[config.mk]
export PLATFORM = sky130hd
export DESIGN_NAME = cc_regbank_read_arbiter
export DESIGN_NICKNAME = d
export VERILOG_FILES = /design/src/rtl/cc_regbank_read_arbiter.sv
export SDC_FILE = /design/constraint.sdc
export NUM_CORES = 1
export LEC_CHECK = 0
export CORE_ASPECT_RATIO = 0.75
export CORE_UTILIZATION = 34
export CTS_CLUSTER_DIAMETER = 200
export CTS_CLUSTER_SIZE = 8
export DETAILED_ROUTE_END_ITERATION = 16
export PLACE_DENSITY = 0.75
export SLEW_MARGIN = 40
export SYNTH_ARGS = -nofsm -noshare
export SYNTH_HDL_FRONTEND = slang
export SYNTH_SLANG_ARGS = --single-unit
[constraint.sdc]
create_clock -name CC_REGARB_CLOCK_50 -period 1.1 [get_ports CC_REGARB_CLOCK_50]
set_input_delay 0.22 -clock CC_REGARB_CLOCK_50 [delete_from_list [all_inputs] [get_ports CC_REGARB_CLOCK_50]]
set_output_delay 0.22 -clock CC_REGARB_CLOCK_50 [all_outputs]
set_load 0.05 [all_outputs]
[src/rtl/cc_regbank_read_arbiter.sv]
// cc_regbank_read_arbiter
// Shares the 16-entry register-bank read mux between the datapath
// microcontrol (requester 0) and the debug/monitor port (requester 1).
// Each accepted request drives the mux select for one cycle, captures the
// selected word on the following edge and returns it with a one-cycle
// response pulse to the owner. Round-robin arbitration between the two.
//
// Ports:
//   CC_REGARB_CLOCK_50           rising-edge system clock
//   CC_REGARB_RESET_InHigh       synchronous active-high reset
//   CC_REGARB_req{0,1}Valid_In   read request from requester 0/1
//   CC_REGARB_req{0,1}Addr_InBus register address from requester 0/1
//   CC_REGARB_req{0,1}Ready_Out  request accepted this cycle (combinational)
//   CC_REGARB_rsp{0,1}Valid_Out  one-cycle response pulse to requester 0/1
//   CC_REGARB_rspData_OutBus     captured read data, shared by both requesters
//   CC_REGARB_muxAddress_OutBus  select to the register-bank mux
//   CC_REGARB_muxData_InBus      mux output, combinational from the select
//   CC_REGARB_busy_Out           high while a read is in flight
//   CC_REGARB_rangeErr_Out       (CC_REGARB_RANGE_CHECK_EN only) pulses with
//                                the response of an out-of-range address
//
// Optional feature macro: CC_REGARB_RANGE_CHECK_EN
//   When defined, addresses >= NUM_REGS are replaced by 0 on the mux select
//   and flagged on CC_REGARB_rangeErr_Out. When undefined, addresses pass
//   through unchanged and the rangeErr port does not exist.

module cc_regbank_read_arbiter #(
   parameter int unsigned DATAWIDTH_MIR_DIRECTION = 6,
   parameter int unsigned DATAWIDTH_BUS           = 32,
   parameter int unsigned NUM_REGS                = 16
) (
   input  logic                               CC_REGARB_CLOCK_50,
   input  logic                               CC_REGARB_RESET_InHigh,
   input  logic                               CC_REGARB_req0Valid_In,
   input  logic [DATAWIDTH_MIR_DIRECTION-1:0] CC_REGARB_req0Addr_InBus,
   output logic                               CC_REGARB_req0Ready_Out,
   output logic                               CC_REGARB_rsp0Valid_Out,
   input  logic                               CC_REGARB_req1Valid_In,
   input  logic [DATAWIDTH_MIR_DIRECTION-1:0] CC_REGARB_req1Addr_InBus,
   output logic                               CC_REGARB_req1Ready_Out,
   output logic                               CC_REGARB_rsp1Valid_Out,
   output logic [DATAWIDTH_BUS-1:0]           CC_REGARB_rspData_OutBus,
   output logic [DATAWIDTH_MIR_DIRECTION-1:0] CC_REGARB_muxAddress_OutBus,
   input  logic [DATAWIDTH_BUS-1:0]           CC_REGARB_muxData_InBus,
   output logic                               CC_REGARB_busy_Out
`ifdef CC_REGARB_RANGE_CHECK_EN
   ,
   output logic                               CC_REGARB_rangeErr_Out
`endif
);

`ifdef CC_REGARB_RANGE_CHECK_EN
   localparam bit rangeCheckEn = 1'b1;
`else
   localparam bit rangeCheckEn = 1'b0;
`endif

   localparam logic [DATAWIDTH_MIR_DIRECTION-1:0] lastRegLimit =
      DATAWIDTH_MIR_DIRECTION'(NUM_REGS);

   typedef enum logic [1:0] {
      IDLE = 2'd0,
      ADDR = 2'd1,
      RESP = 2'd2
   } arbState_t;

   arbState_t state;
   logic      lastGrant;   // 1 = requester 1 won the most recent accept
   logic      owner;       // requester of the read currently in flight

   logic                               acceptWindow;
   logic                               grant0;
   logic                               grant1;
   logic                               accept;
   logic                               winner;
   logic [DATAWIDTH_MIR_DIRECTION-1:0] winnerAddr;
   logic                               outOfRange;
   logic [DATAWIDTH_MIR_DIRECTION-1:0] selAddr;

`ifdef CC_REGARB_RANGE_CHECK_EN
   logic errPending;       // out-of-range flag carried from accept to response
`endif

   // Round-robin grant: a lone requester wins, contention goes to !lastGrant.
   always_comb begin
      acceptWindow = (state == IDLE) || (state == RESP);
      grant0       = CC_REGARB_req0Valid_In & (~CC_REGARB_req1Valid_In | lastGrant);
      grant1       = CC_REGARB_req1Valid_In & (~CC_REGARB_req0Valid_In | ~lastGrant);
      accept       = acceptWindow & ~CC_REGARB_RESET_InHigh & (grant0 | grant1);
      winner       = grant1;
      winnerAddr   = grant1 ? CC_REGARB_req1Addr_InBus : CC_REGARB_req0Addr_InBus;
      outOfRange   = (winnerAddr >= lastRegLimit);
      selAddr      = (rangeCheckEn && outOfRange) ? '0 : winnerAddr;
   end

   assign CC_REGARB_req0Ready_Out = ~CC_REGARB_RESET_InHigh & acceptWindow & grant0;
   assign CC_REGARB_req1Ready_Out = ~CC_REGARB_RESET_InHigh & acceptWindow & grant1;
   assign CC_REGARB_busy_Out      = (state != IDLE);

   // Read sequencer: accept -> ADDR (select stable) -> RESP (capture + pulse).
   always_ff @(posedge CC_REGARB_CLOCK_50) begin
      if (CC_REGARB_RESET_InHigh) begin
         state                       <= IDLE;
         lastGrant                   <= 1'b1;
         owner                       <= 1'b0;
         CC_REGARB_muxAddress_OutBus <= '0;
         CC_REGARB_rspData_OutBus    <= '0;
         CC_REGARB_rsp0Valid_Out     <= 1'b0;
         CC_REGARB_rsp1Valid_Out     <= 1'b0;
`ifdef CC_REGARB_RANGE_CHECK_EN
         errPending                  <= 1'b0;
         CC_REGARB_rangeErr_Out      <= 1'b0;
`endif
      end else begin
         CC_REGARB_rsp0Valid_Out <= 1'b0;
         CC_REGARB_rsp1Valid_Out <= 1'b0;
`ifdef CC_REGARB_RANGE_CHECK_EN
         CC_REGARB_rangeErr_Out  <= 1'b0;
`endif
         unique case (state)
            IDLE, RESP: begin
               if (accept) begin
                  CC_REGARB_muxAddress_OutBus <= selAddr;
                  owner                       <= winner;
                  lastGrant                   <= winner;
                  state                       <= ADDR;
`ifdef CC_REGARB_RANGE_CHECK_EN
                  errPending                  <= outOfRange;
`endif
               end else begin
                  state <= IDLE;
               end
            end
            ADDR: begin
               CC_REGARB_rspData_OutBus <= CC_REGARB_muxData_InBus;
               CC_REGARB_rsp0Valid_Out  <= ~owner;
               CC_REGARB_rsp1Valid_Out  <= owner;
               state                    <= RESP;
`ifdef CC_REGARB_RANGE_CHECK_EN
               CC_REGARB_rangeErr_Out   <= errPending;
`endif
            end
            default: state <= IDLE;
         endcase
      end
   end

endmodule
# Word level (Yosys, flattened, before mapping)
# Cells that the tools add are included.
# Widths: inputs -> output; s select.
totals:
  reg_bits: 44
  in_bits: 48
  out_inout_bits: 43
op_classes:
  n_eq_ne: 2
  muxes: 3
  n_bitwise: 15
  n_reduce_logical: 6
op_table:
  columns: ["cell", "n"]
  rows:
  - ["$and 1x1->1", 6]
  - ["$mux 6", 1]
  - ["$not 1->1", 6]
  - ["$pmux 2 s2", 1]
  - ["$reduce_or 2->1", 2]
  - ["$or 1x1->1", 3]
  - ["$eq 2x1->1 const B", 1]
  - ["$eq 2x2->1 const B", 1]
  - ["$logic_not 2->1", 1]
  - ["$reduce_and 2->1", 1]
  - ["$reduce_bool 2->1", 1]
  - ["$logic_or 1x1->1", 1]
  - ["$mux 1", 1]

# Depth between registers and ports, before layout
# Gate-level depths: netlist (run 1).
depth:
  ltp_word: 7
  depth_mapped: 5
  depth_no_buf: 3

# Least setup slack after synthesis (run 1)
# Ideal clock, no wire load.
synth_timing:
  path_kind: "input -> output"
  start: "input port CC_REGARB_RESET_InHigh"
  end: "output port CC_REGARB_req1Ready_Out"
  arrival_time_ns: 1.755
  setup_slack_ns: -0.875
  stages: 3
  path_buffers: 2
  cell_sequence: "clkbuf_1 > buf_1 > nor3_1"
synth_between:
  elab_chain_len: 3
synth_lines:
  columns: ["element", "line", "source"]
  rows:
  - ["from (decl)", "33", "input logic CC_REGARB_RESET_InHigh,"]
  - ["$not 1->1", "97", "assign CC_REGARB_req1Ready_Out = ~CC_REGARB_RESET_InHigh & acceptWindow & grant1;"]
  - ["$and 1x1->1 (2 in a row)", "97", null]
  - ["to (decl)", "40", "output logic CC_REGARB_req1Ready_Out,"]
# No other way between the ends.

# Final worst setup path (run 1)
layout_timing:
  start: "register lastGrant"
  end: "output port CC_REGARB_req1Ready_Out"
layout_between:
  elab_chain_len: 4
layout_lines:
  columns: ["element", "line", "source"]
  rows:
  - ["from (decl)", "68", "logic lastGrant;"]
  - ["from (signal assigned)", "125", "lastGrant <= winner;"]
  - ["$not 1->1", "88", "grant1 = CC_REGARB_req1Valid_In & (~CC_REGARB_req0Valid_In | ~lastGrant);"]
  - ["$or 1x1->1", "88", null]
  - ["$and 1x1->1", "88", null]
  - ["$and 1x1->1", "97", null]
# No other way between the ends.

==> metrics.csv, run 1 <==
metric,value,unit
HP Class,in2reg,
cell area after synthesis,0.00165,mm2
via count,1789,
post-synth top area share,53.3,%
first-pass GRT wire length,7.31,mm
area of the multi-input gates,0.00102,mm2
Worst Path Max Fanout,2,
Leak,1.54,nW
failing checks,setup timing,
Min Hold Slack,0.350,ns
peak supply drop,1.15,mV
Buffers on Ports,90,
drt first pass iters,5,
Synth Area in Compound Gates,19.5,%
XOR/XNOR share of the synthesized area,0,%
wire length per cell,15.9,um
die area,0.00515,mm2
PnR worst setup slack,-0.287,ns
CTS tree,done,
sequential element share of the synthesized area,53.3,%
count of pins over their slew limit,0,
Remaining DRCs,0,
clock tree sinks,44,
gr ovfl total,0,
CP Class,reg2out,
status,finished with violations,
Via density,4.87,
MaxCap Viol Count,0,
post-synthesis mux area share,0,%
Least-Margin Pin Slew,0.487,ns
Max Clk Rate,721,MHz
Synth Warn #,0,
Reg area,898,um2
largest net degree at the start of global routing,33,
PD cells,1260,mW/mm2
main combinational cell family by area after synthesis,simple AND/OR/NAND/NOR gates,
RR Startpoint,state[0],
Syn-to-layout area delta,131,%
detailed-route wire length,5.85,mm
core area,0.00457,mm2
crit end category,output port,
synth top area cells,"dfxtp_1, nand2_1, a21oi_1",
Fin. Hold Viols,0,
"Avg Cell Area, Syn",8.27,um2
clock latency on the worst-skew pair,0.29,ns
HPWL after DPL,3.42,mm
crit path from,lastGrant,
DIE HEIGHT,62.4,um
Slew headroom,67.5,%
Adder-Cell Fraction of Synth Area,0,%
gate count of the mapped netlist,200,
CTS buffer count,5,
Crit path arrival time,1.17,ns
Ant. Diodes,0,
Place WS,-0.484,ns
HP Start,CC_REGARB_RESET_InHigh,
fill count,265,
Initial DRC Count,59,
CTS H-tree depth,2,
syn_nets,248,
initial core utilization,36.2,%
final net count,358,
Final Skew,0.00784,ns
period utilization,126,%
layout cells sized above 1,53.5,%
Period minus WS final,1.39,ns
Worst-path clk slew,0.07,ns
GRT Overall Usage,18.7,%
initial antenna violation count,0,
cell accounting for the most synthesized area,dfxtp_1,
clk buf depth,2,
root buffer cell,clkbuf_8,
post-synth cell types,22,
RSZ-0062 raised after global routing,yes,
"FF+latch count, synth",44,
vias in the first global route,1625,
Synth Area in Simple Gates,21.9,%
Final setup viols,41,
startpoint types,register,
# rows,21,
Top Ports,91,
Final GP Congestion,0.730,
Antenna Violating Nets Remaining,0,
Worst Path Required,0.88,ns
DIE WIDTH,82.5,um
-- sequential cells by signal (all words and copies together) (netlist names) --
name,cells
CC_REGARB_rsp0Valid_Out,1
CC_REGARB_rsp1Valid_Out,1
CC_REGARB_muxAddress_OutBus,6
owner,1
lastGrant,1
CC_REGARB_rspData_OutBus,32
state,2
-- critical path, cell delays in order (launching register included) --
cell and delay, ns:
dfxtp_4 0.35, a21bo_4 0.21, nor3_4 0.15, buf_12 0.16
-- power by group --
part,total (mW),internal [mW],switching (mW),leakage (nW)
clock,1.42,0.894,0.528,0.0642
combinational,1.60,0.823,0.772,1.11
sequential,1.82,1.70,0.118,0.365
-- path summary, 6_finish.rpt --
kind / to / slack (ns) / cells past startpoint
max: CC_REGARB_req1Ready_Out / -0.29 / 3
min: lastGrant / 0.35 / 3
max reg2reg: CC_REGARB_rspData_OutBus[14] / -0.25 / 6
min reg2reg: CC_REGARB_rsp0Valid_Out / 0.48 / 1
-- what timing repair did --
| action | CTS | global route |
|---|---|---|
| resized for setup | 13 | 103 |
| gates cloned | 0 | 8 |
| pin swaps | 7 | 49 |
| buffers inserted | 2 | 5 |
| endpoints found under the setup margin | 24 | 41 |
| hold buffers | 0 | 0 |
-- final cells by class --
cell class / count / share of cell area, %
Clock inverter: 2 / 1.57
Sequential cell: 44 / 23.5
Tap cell: 57 / 1.87
Inverter: 1 / 0.0982
Multi-Input combinational cell: 139 / 26.8
Timing Repair Buffer: 119 / 44.4
Clock buffer: 5 / 1.80
-- Yosys cell counts --
master / count
or2_2: 1
a21boi_1: 1
a21oi_1: 39
buf_2: 7
and2_1: 1
nor2b_1: 1
nor3_1: 2
nand2b_1: 2
dfxtp_1: 44
inv_1: 1
a221o_2: 1
buf_1: 1
or2_1: 1
buf_6: 2
nor2_1: 3
a21bo_2: 1
nor2_2: 1
a311oi_2: 6
clkbuf_1: 6
a2bb2oi_1: 1
nand2_1: 77
and2_4: 1
-- metal layers --
| layer | vias up | global-route usage, % | routed length [um] | part of all wire, % |
|---|---|---|---|---|
| li1 | 879 | - | - | - |
| met1 | 827 | 22.7 | 2470 | 42 |
| met2 | 81 | 30.0 | 2850 | 49 |
| met3 | 2 | 7.74 | 520 | 8.9 |
| met4 | 0 | 5.17 | 14 | 0.24 |
| met5 | - | 0 | 0 | 0 |
-- cells by family after synthesis --
logic type / after synthesis
AO/OA/AOI/OAI: 49
AND/OR/NAND/NOR: 90
flip-flops: 44
buffers and inverters: 17
-- cells in the final DEF, fill, tap and decap left out, types with 10 or more instances in the layout --
cell type        count
nand2_1             43
clkdlybuf4s50_1     44
buf_4               10
buf_12              45
a21oi_1             14
dfxtp_1             34
nand2_2             15
buf_6               10
nand2_4             19
a21oi_2             24
-- per-stage QoR --
step	total power [mW]	std cells	area, um2	utilization [%]	setup TNS, ns
CTS	4.56	354	3310	72.4	-1.20
finish	4.83	367	3820	83.6	-5.96
global route	5.01	367	3820	83.6	-8.00
detailed placement	3.13	345	3130	68.5	-4.52
floorplan	2.42	200	1730	-	-0.214
global placement	3.11	345	3130	68.5	-3.98
No activity file was read; power rests on OpenSTA's default activity.
==> run 2, diff against run 1 <==
--- a/config.mk
+++ b/config.mk
@@ -6,11 +6,12 @@
 export NUM_CORES = 1
 export LEC_CHECK = 0
 export CORE_ASPECT_RATIO = 0.75
-export CORE_UTILIZATION = 34
+export CORE_UTILIZATION = 50
 export CTS_CLUSTER_DIAMETER = 200
 export CTS_CLUSTER_SIZE = 8
 export DETAILED_ROUTE_END_ITERATION = 16
-export PLACE_DENSITY = 0.75
+export DONT_BUFFER_PORTS = 1
+export PLACE_DENSITY = 0.68
 export SLEW_MARGIN = 40
 export SYNTH_ARGS = -nofsm -noshare
 export SYNTH_HDL_FRONTEND = slang
==> metrics.csv, run 2 (synthesis results as in run 1) <==
metric,value,unit,change
root buffer cell,clkbuf_8,,
wire length per cell,23.9,um,+50%
sequential share of power,43.3,%,+5.7 points
via count,1827,,+2.1%
initial antenna violation count,0,,unchanged
startpoint types,register,,
Least-Margin Pin Slew,0.350,ns,-0.137 ns
CP Class,reg2out,,
clk buf depth,2,,unchanged
Initial DRC Count,136,,+130%
Fin. Hold Viols,31,,+31
Top Registers,"CC_REGARB_rspData_OutBus (32), CC_REGARB_muxAddress_OutBus (6), state (2)",,
Worst-path clk slew,0.09,ns,+0.02 ns
Top Ports,91,,unchanged
Pint,2.76,mW,-19%
Antenna Violating Nets Remaining,0,,unchanged
Clock power frac,27.0,%,-2.4 points
# rows,17,,-19%
detailed-route wire length,7.14,mm,+22%
CTS buffer count,5,,unchanged
initial core utilization,54.4,%,+18 points
Buffers on Ports,0,,-100%
Final Skew,0.0135,ns,+0.00567 ns
final net count,308,,-14%
DIE WIDTH,68.4,um,-17%
DIE HEIGHT,51.8,um,-17%
max reg flops,32,,unchanged
largest net degree at the start of global routing,45,,+36%
PnR worst setup slack,-0.379,ns,-0.0921 ns
HPWL after DPL,3.00,mm,-12%
"commonest non-fill, non-tap cell in the layout",dfxtp_1,,
Final GP Congestion,0.750,,+2.8%
Combinational Power Share,29.7,%,-3.3 points
MaxCap Viol Count,0,,unchanged
layout cells sized above 1,70.8,%,+17 points
Crit path arrival time,1.26,ns,+0.09 ns
Min Hold Slack,-0.0251,ns,-0.375 ns
RSZ-0062 raised after global routing,yes,,
Syn-to-layout area delta,76.0,%,
total design power,4.17,mW,-14%
drt first pass iters,4,,-1
Final Util,95.7,%,+12 points
vias in the first global route,1584,,-2.5%
clock latency on the worst-skew pair,0.31,ns,+0.02 ns
Post-DP Area,0.00205,mm2,-34%
Sw Ratio,33.9,%,+4.6 points
gr ovfl total,0,,unchanged
CTS tree,done,,
die area,0.00354,mm2,-31%
count of pins over their slew limit,0,,unchanged
GRT Overall Usage,28.9,%,+10 points
Ant. Diodes,0,,unchanged
Worst Path Max Fanout,5,,+3
CTS H-tree depth,2,,unchanged
Worst Path Required,0.88,ns,about the same
Worst Reg-to-Reg Cells,7,,+1
most frequent cells in the layout,"dfxtp_1, buf_6, buf_4",,
failing checks,"hold timing, setup timing",,
period utilization,134,%,+8.4 points
status,finished with violations,,
Sw Pwr,1.41,mW,-0.18%
fin area,0.00291,mm2,-24%
core area,0.00304,mm2,-33%
PD cells,1430,mW/mm2,+13%
Via density,6.13,,+26%
peak supply drop,1.32,mV,+14%
Reg with most FFs,CC_REGARB_rspData_OutBus,,
Period minus WS final,1.48,ns,+0.0921 ns
Remaining DRCs,0,,unchanged
Slew headroom,76.7,%,+9.1 points
Max Clk Rate,676,MHz,-6.2%
first-pass GRT wire length,7.31,mm,about the same
setup_tns,-11.30,ns,-5.33 ns
HP Class,in2reg,,
crit end category,output port,,
Final setup viols,52,,+27%
worst hold path stage count,1,,-2
clock tree sinks,44,,unchanged
Leak,1.25,nW,-19%
==> run 2: area by class of cell <==
class	instances	area [um2]
inverters	1	3.75
multi-input cells	139	1110
clock buffers	7	96.3
well taps	38	47.5
fillers	72	130
flip-flops and latches	44	901
repair buffers	69	752
==> run 2: repair_timing <==
action	4_1_cts	5_1_grt
endpoints found under the setup margin	38	48
pin swaps	25	54
endpoints found under the hold margin	40	38
gates resized for setup	57	125
cloned	6	0
setup buffers	5	14
==> run 2: routing by layer <==
layer  GRT usage [%]  share of wire [%]  wire (um)
met1            32.3                 35       2470
met2            51.1                 52       3720
met5               0                  0          0
met3            7.68                9.2        660
met4            12.2                4.0        283
==> run 2: through the flow <==
step	hold WS, ns	worst slack (ns)	cells
2_1_floorplan	0.356	-0.177	200
3_3_place_gp	0.293	0.0454	272
3_5_place_dp	0.296	-0.0475	272
4_1_cts	-0.0181	-0.301	290
5_1_grt	-0.0459	-0.440	298
6_report	-0.0251	-0.379	298
==> run 2: path summary, 6_finish.rpt <==
check	start	to	slack (ns)
setup / recovery	state[0]	CC_REGARB_req0Ready_Out	-0.38
hold / removal	CC_REGARB_RESET_InHigh	CC_REGARB_rspData_OutBus[19]	-0.03
setup reg to reg	state[0]	CC_REGARB_rspData_OutBus[21]	-0.38
hold reg to reg	CC_REGARB_rspData_OutBus[3]	CC_REGARB_rspData_OutBus[3]	0.46
==> run 2: worst max-delay path, stage by stage (launching register included) <==
cell     delay, ns
dfxtp_4       0.39
nor2_4        0.14
nand2_2       0.09
a21oi_4       0.16
buf_12        0.15
==> run 2: power groups by stage <==
| stage | Combinational, mW | Sequential [mW] | Clock (mW) |
|---|---|---|---|
| global placement | 0.794 | 1.79 | 0 |
| CTS | 1.00 | 1.76 | 1.09 |
| floorplan | 0.326 | 2.10 | 0 |
| detailed placement | 0.821 | 1.79 | 0 |
| global route | 1.28 | 1.81 | 1.19 |
| finish | 1.24 | 1.80 | 1.13 |
